<file path="src/rtl/demux_dispatch_ctrl.sv">
// Single-entry dispatch controller driving a 1:8 demux.
// Round-robin or directed targeting with drop accounting.
module demux_dispatch_ctrl #(
   parameter int DW      = 8,
   parameter int DROP_CW = 8
) (
   input  logic               clk,
   input  logic               resetn,
   input  logic               mode,
   input  logic [7:0]         ch_en,
   input  logic               in_valid,
   output logic               in_ready,
   input  logic [DW-1:0]      in_data,
   input  logic [2:0]         in_dst,
   output logic [2:0]         demux_sel,
   output logic               demux_din,
   output logic [DW-1:0]      out_data,
   input  logic [7:0]         out_ready,
   output logic [15:0]        xfer_cnt,
   output logic [DROP_CW-1:0] drop_cnt,
   output logic               err_drop
);

   typedef enum logic {IDLE, SEND} state_t;

   state_t     state;
   logic [2:0] rr_ptr;
   logic [2:0] rr_tgt;
   logic [2:0] rr_idx;
   logic       rr_hit;
   logic [2:0] tgt;
   logic       stall;
   logic       fire;
   logic       accept;
   logic       drop;

   // First enabled channel after rr_ptr, wrapping mod 8.
   always_comb begin
      rr_tgt = rr_ptr;
      rr_idx = '0;
      rr_hit = 1'b0;
      for (int i = 1; i <= 8; i++) begin
         rr_idx = rr_ptr + 3'(i);
         if (!rr_hit && ch_en[rr_idx]) begin
            rr_tgt = rr_idx;
            rr_hit = 1'b1;
         end
      end
   end

   always_comb begin
      stall    = ~mode & ~|ch_en;
      fire     = (state == SEND) & out_ready[demux_sel];
      in_ready = ~stall & ((state == IDLE) | out_ready[demux_sel]);
      accept   = in_valid & in_ready;
      drop     = mode & ~ch_en[in_dst];
      tgt      = mode ? in_dst : rr_tgt;
   end

   always_ff @(posedge clk) begin
      if (!resetn) begin
         state     <= IDLE;
         rr_ptr    <= 3'd7;
         demux_sel <= '0;
         demux_din <= 1'b0;
         out_data  <= '0;
         xfer_cnt  <= '0;
         drop_cnt  <= '0;
         err_drop  <= 1'b0;
      end else begin
         err_drop <= accept & drop;
         if (fire)
            xfer_cnt <= xfer_cnt + 16'd1;
         if (accept && drop && !(&drop_cnt))
            drop_cnt <= drop_cnt + DROP_CW'(1);
         if (accept && !mode)
            rr_ptr <= rr_tgt;
         // A new beat overrides the drain so throughput stays at 1/cycle.
         if (accept && !drop) begin
            state     <= SEND;
            demux_sel <= tgt;
            out_data  <= in_data;
            demux_din <= 1'b1;
         end else if (fire) begin
            state     <= IDLE;
            demux_din <= 1'b0;
         end
      end
   end

endmodule
</file>
<file path="config.mk">
export PLATFORM = sky130hd
export DESIGN_NAME = demux_dispatch_ctrl
export DESIGN_NICKNAME = d
export VERILOG_FILES = /design/src/rtl/demux_dispatch_ctrl.sv
export SDC_FILE = /design/constraint.sdc
export NUM_CORES = 1
export LEC_CHECK = 0
export CORE_MARGIN = 4
export CORE_UTILIZATION = 45
export CTS_CLUSTER_SIZE = 16
export DETAILED_ROUTE_END_ITERATION = 8
export PLACE_DENSITY = 0.77
export SLEW_MARGIN = 5
export SYNTH_ARGS = -nofsm -noshare
export SYNTH_HDL_FRONTEND = slang
export SYNTH_SLANG_ARGS = --single-unit
</file>
<file path="constraint.sdc">
create_clock -name clk -period 2.6 [get_ports clk]
set_input_delay 0.78 -clock clk [delete_from_list [all_inputs] [get_ports clk]]
set_output_delay 0.78 -clock clk [all_outputs]
set_load 0.005 [all_outputs]
</file>
# --- After elaboration in Yosys (flattened, before gate mapping) ---
# Index checks and enable logic that the tools add are counted.
word_totals:
  elab_cells: 100
  register_bits: 40
  output_inout_bits: 38
  in_bits: 31
classes:
  muxes: 38
  bitwise_logic: 11
  magnitude_cmp: 10
  reduce_logical: 25
  n_addsub: 9
op_table:
  columns: ["op", "n"]
  rows:
  - ["less-than comparator 3 x 4 -> 1 bit (second input constant)", 10]
  - ["binary-select mux 1 bit (select 3 bit)", 10]
  - ["2-to-1 mux 3 bit", 9]
  - ["2-to-1 mux 1 bit", 19]
  - ["adder 16 x 1 -> 16 bit (second input constant)", 1]
  - ["adder 3 bit (second input constant)", 4]
  - ["logical AND 1 bit", 11]
  - ["zero test 1 bit", 11]
  - ["adder 8 x 1 -> 8 bit (second input constant)", 1]
  - ["AND reduction 8 bit", 1]
  - ["OR reduction 8 bit", 1]
  - ["adder 3 x 2 -> 3 bit (second input constant)", 2]
  - ["AND 1 bit", 6]
  - ["NOT 1 bit", 4]
  - ["adder 3 x 1 -> 3 bit (second input constant)", 1]
  - ["nonzero test 2 bit", 1]
  - ["OR 1 bit", 1]

# --- Longest topological paths before layout ---
depth:
  ltp_word: 26
  ltp_mapped: 12
  depth_no_buf: 9

# --- Worst setup path before layout ---
# Ideal clock, no wire load.
synth_path:
  path_kind: "register to register"
  from: "reg rr_ptr[0]"
  to: "reg rr_ptr[0]"
  arrival_time_ns: 2.702
  path_buffers: 2
  path_slack_ns: -0.217
  period_less_slack_ns: 2.817
  stages_incl_launch_ff: 12
  setup_time_ns: 0.115
  required_ns: 2.485
  path_cell_list: "dfxtp_1 > buf_6 > buf_8 > inv_1 > ha_1 > mux2_2 > and2_1 > mux4_1 > a221oi_4 > nand2b_1 > xnor2_1 > nand2_1"
synth_between:
  elab_chain_len: 25
  elab_cells_between_ends: 52
  classes_between: "add/sub (7); mux (31); reduce/logical (14)"
synth_rtl:
  columns: ["item", "line_no", "rtl"]
  rows:
  - ["start, declared", "27", "logic [2:0] rr_ptr;"]
  - ["start signal, assigned", "77", "rr_ptr <= rr_tgt;"]
  - ["adder 3 x 1 -> 3 bit", "43", "rr_idx = rr_ptr + 3'(i);"]
  - ["binary-select mux 1 bit (select 3 bit)", "44", "if (!rr_hit && ch_en[rr_idx]) begin"]
  - ["2-to-1 mux 1 bit (not written as such)", "44", null]
  - ["2-to-1 mux 1 bit", "44", null]
  - ["zero test 1 bit", "44", null]
  - ["logical AND 1 bit", "44", null]
  - ["2-to-1 mux 1 bit", "44", null]
  - ["zero test 1 bit", "44", null]
  - ["[... 9 more ...]", null, null]
  - ["logical AND 1 bit", "44", null]
  - ["2-to-1 mux 1 bit", "44", null]
  - ["zero test 1 bit", "44", null]
  - ["logical AND 1 bit", "44", null]
  - ["2-to-1 mux 1 bit", "44", null]
  - ["zero test 1 bit", "44", null]
  - ["logical AND 1 bit", "44", null]
  - ["2-to-1 mux 3 bit *", "44", null]
# Every way passes the cells marked *; elsewhere a longest branch is shown, timed or not. The select of a mux whose other input is x is not followed.
# A chain may end at the register's enable or synchronous reset.

# --- Worst setup path in the final report ---
layout_path:
  from: "in out_ready[3]"
  to: "out in_ready"
layout_between:
  elab_chain_len: 4
layout_rtl:
  columns: ["item", "line_no", "rtl"]
  rows:
  - ["start, declared", "18", "input logic [7:0] out_ready,"]
  - ["binary-select mux 1 bit (select 3 bit)", "54", "in_ready = ~stall & ((state == IDLE) | out_ready[demux_sel]);"]
  - ["2-to-1 mux 1 bit (not written as such)", "54", null]
  - ["OR 1 bit", "54", null]
  - ["AND 1 bit", "54", null]
  - ["end, declared", "12", "output logic in_ready,"]
# No other way between the ends. The select of a mux whose other input is x is not followed.

==> impl_metrics.yaml <==
clock_network:
  cts_buffers: 5
  clk_path_buf_depth: 2
  root_buffer: "clkbuf_8"
  insertion_delay_ns: 0.29
  htree_levels: 2
  cts_tree: "yes"
  clock_sinks: 40
  clk_pin_slew_ns: 0.07
floorplan:
  die_area_sq_um: 7346
  dieHeight_um: 85.71
  die_w_um: 85.71
  start_util_pct: 46.17
  num_rows: 28
  core_region_area_sq_um: 5886
  io_pins: 69
synthesis:
  synth_common_cells: "44 x nor2_1, 40 x dfxtp_1, 20 x nand2_1"
  synth_largest_area_cell: "dfxtp_1"
  ys.flop_type: "dfxtp_1"
  avgSynthCellArea_sq_um: 9.059
  yosys.cell_count.top_type: "nor2_1"
  ys_seq_area_share_pct: 29.47
  synth-edff-count: 0
  synth_nets: 335
  yosys_register_bits: 40
  yosys_warnings: 0
  synthesis.area_sq_um: 2718
  synth_area_leaders: "dfxtp_1 29%, mux4_2 8.3%, mux2i_1 6.6%"
  synth_cell_types: 53
  synthArstFlopShare_pct: 0
  synthCells: 300
  synth_top_area_share_pct: 29.47
detailed_routing:
  drt_pass1_iterations: 5
  wl_per_cell_um: 15.29
  vias_per_cell: 5.436
  drc: 0
  dr_total_vias: 2653
  wl_um: 7461
  drtIter0Drc: 205
  ant_nets: 0
outcome:
  status: "finished with violations"
  violations: "setup timing"
timing:
  finalSetupViolCount: 1
  hold_violations: 0
  final-max-slew-violation-count: 0
  period_needed_ns: 2.892
  fin_skew_ns: 0.007678
  tns_ns: -0.2920
  fmax_mhz: 345.8
  rsz0062_at_grt: "true"
  max_slew.worst_pin.slew_ns: 0.5065
  slew-limit-headroom_pct: 66.23
  fin_crit_sh_pct: 111.2
  fin_ws_ns: -0.2920
worst_setup_path:
  critPathRequiredTime_ns: 1.82
  critical-path-top-delay-family: "multiplexers"
  path_class: "input pin to primary output"
  crit_path_end_kind: "primary output"
  critPathBufInv: 2
  cpMostUsedCell: "buf_6"
  cp_max_fo: 2
  arrival_ns: 2.11
  path_cells: "buf_6, mux4_2, mux2_4, or2_4, and2_4, buf_6"
  start_kind: "input pin"
  slowest_delay_ns: 0.46
  crit_path_top_delay_cell: "mux4_2"
global_routing:
  grt_max_degree: 30
  grt_util_all_layers_pct: 20.12
  grt_pass1_vias: 2546
  gr-total-overflow: 0
  grt_pass1_wl_um: 12060
  antenna_found_initial: 0
run:
  drv_cap: 0
cells_and_area:
  nFillCells: 485
  drive_gt1_share_pct: 26.39
  layout.nets: 447
  area_growth_pct: 43.74
  antenna_cells: 0
power:
  power_mw: 2.449
  power.density_nw_per_um2: 627.0
  p_leak_nw: 1.572
  peakVddDrop_mv: 0.4152
hold_path:
  hold_path.class: "flop to flop"
place:
  dp_hpwl_um: 5681
  gp_congestion: 0.8781
  portBuffers: 68
## cells in the final DEF, fill, tap and decap left out, types with 3 or more instances in the layout
master	instances
mux4_2	12
inv_1	7
xor2_1	14
a211oi_1	3
mux2i_1	16
clkbuf_2	6
xnor2_1	12
buf_4	44
nor3_1	6
ha_1	3
o21ai_0	7
nor2_1	44
or3_1	3
nand3_1	8
nand2_1	20
and3_1	9
buf_2	8
a21oi_1	12
dfxtp_1	38
nand2b_1	6
buf_6	5
clkbuf_8	5
and2_1	7
nand4_1	10
mux2_4	4
clkdlybuf4s50_1	48
## report_power, final
group	switching, mW	internal [mW]	total (mW)
registers	0.0365	0.649	0.685
logic	0.575	0.696	1.27
clock network	0.208	0.285	0.493
total	0.820	1.63	2.45
## stage by stage
stage / hold slack [ns] / cells / cell area (sq um) / utilization, % / worst slack (ns)
3_5_place_dp: 0.4894 / 476 / 3791 / 64.41 / -0.9367
4_1_cts: 0.5017 / 487 / 3901 / 66.28 / -0.3154
3_3_place_gp: 0.4722 / 476 / 3791 / 64.41 / -0.9095
6_report: 0.4941 / 488 / 3906 / 66.37 / -0.2920
2_1_floorplan: 0.4766 / 300 / 2735 / - / -0.08781
5_1_grt: 0.5385 / 488 / 3906 / 66.37 / -0.3150
## flip-flops by register name, summed over array words and instances (netlist names)
name	flops
demux_sel	3
drop_cnt	8
err_drop	1
out_data	8
rr_ptr	3
state	1
xfer_cnt	16
## kinds of logic (layout without fill, tap and decap cells)
group	count (synthesis)	after routing	synth area share, %
compound gates	46	46	12.89
xor+xnor	26	26	8.379
fa+ha+maj	4	4	1.842
buf+inv	21	134	4.097
flops	40	40	29.47
mux	39	39	20.99
simple gates	124	124	22.33
## area by class of cell
class | instances | area (sq um) | area share, %
sequential | 40 | 803.3 | 20.56
tap | 75 | 93.84 | 2.402
inverter | 10 | 40.04 | 1.025
multi-input combinational | 239 | 1851 | 47.37
timing repair buffer | 116 | 1011 | 25.88
clock inverter | 2 | 35.03 | 0.8969
clock buffer | 6 | 72.57 | 1.858
## worst paths after layout
check	from	to	slack (ns)	depth (start not counted)
hold / removal	out_data[3]	out_data[3]	0.49	2
hold reg to reg	out_data[3]	out_data[3]	0.49	2
setup / recovery	out_ready[3]	in_ready	-0.29	6
setup reg to reg	rr_ptr[1]	rr_ptr[0]	0.09	9
## worst min-delay path, delay by kind of cell (launching register included)
family	cells	cell delay (ns)
muxes	1	0.06
DFF	1	0.33
and+or+nand+nor	1	0.07
## repair_timing
item	4_1_cts	5_1_grt
setup buffers	3	1
gates resized for setup	49	30
setup endpoints to repair	24	23
hold buffers	0	0
pin swaps	4	8
## routing by layer
metal / track usage [%] / up-vias / share of wire, %
met5: 0 / - / 0
met3: 6.052 / 10 / 7.7
li1: - / 1314 / -
met4: 5.468 / 0 / 1.5
met2: 32.06 / 88 / 46
met1: 26.57 / 1241 / 45
Note: power is estimated with default switching activity, not from simulation.
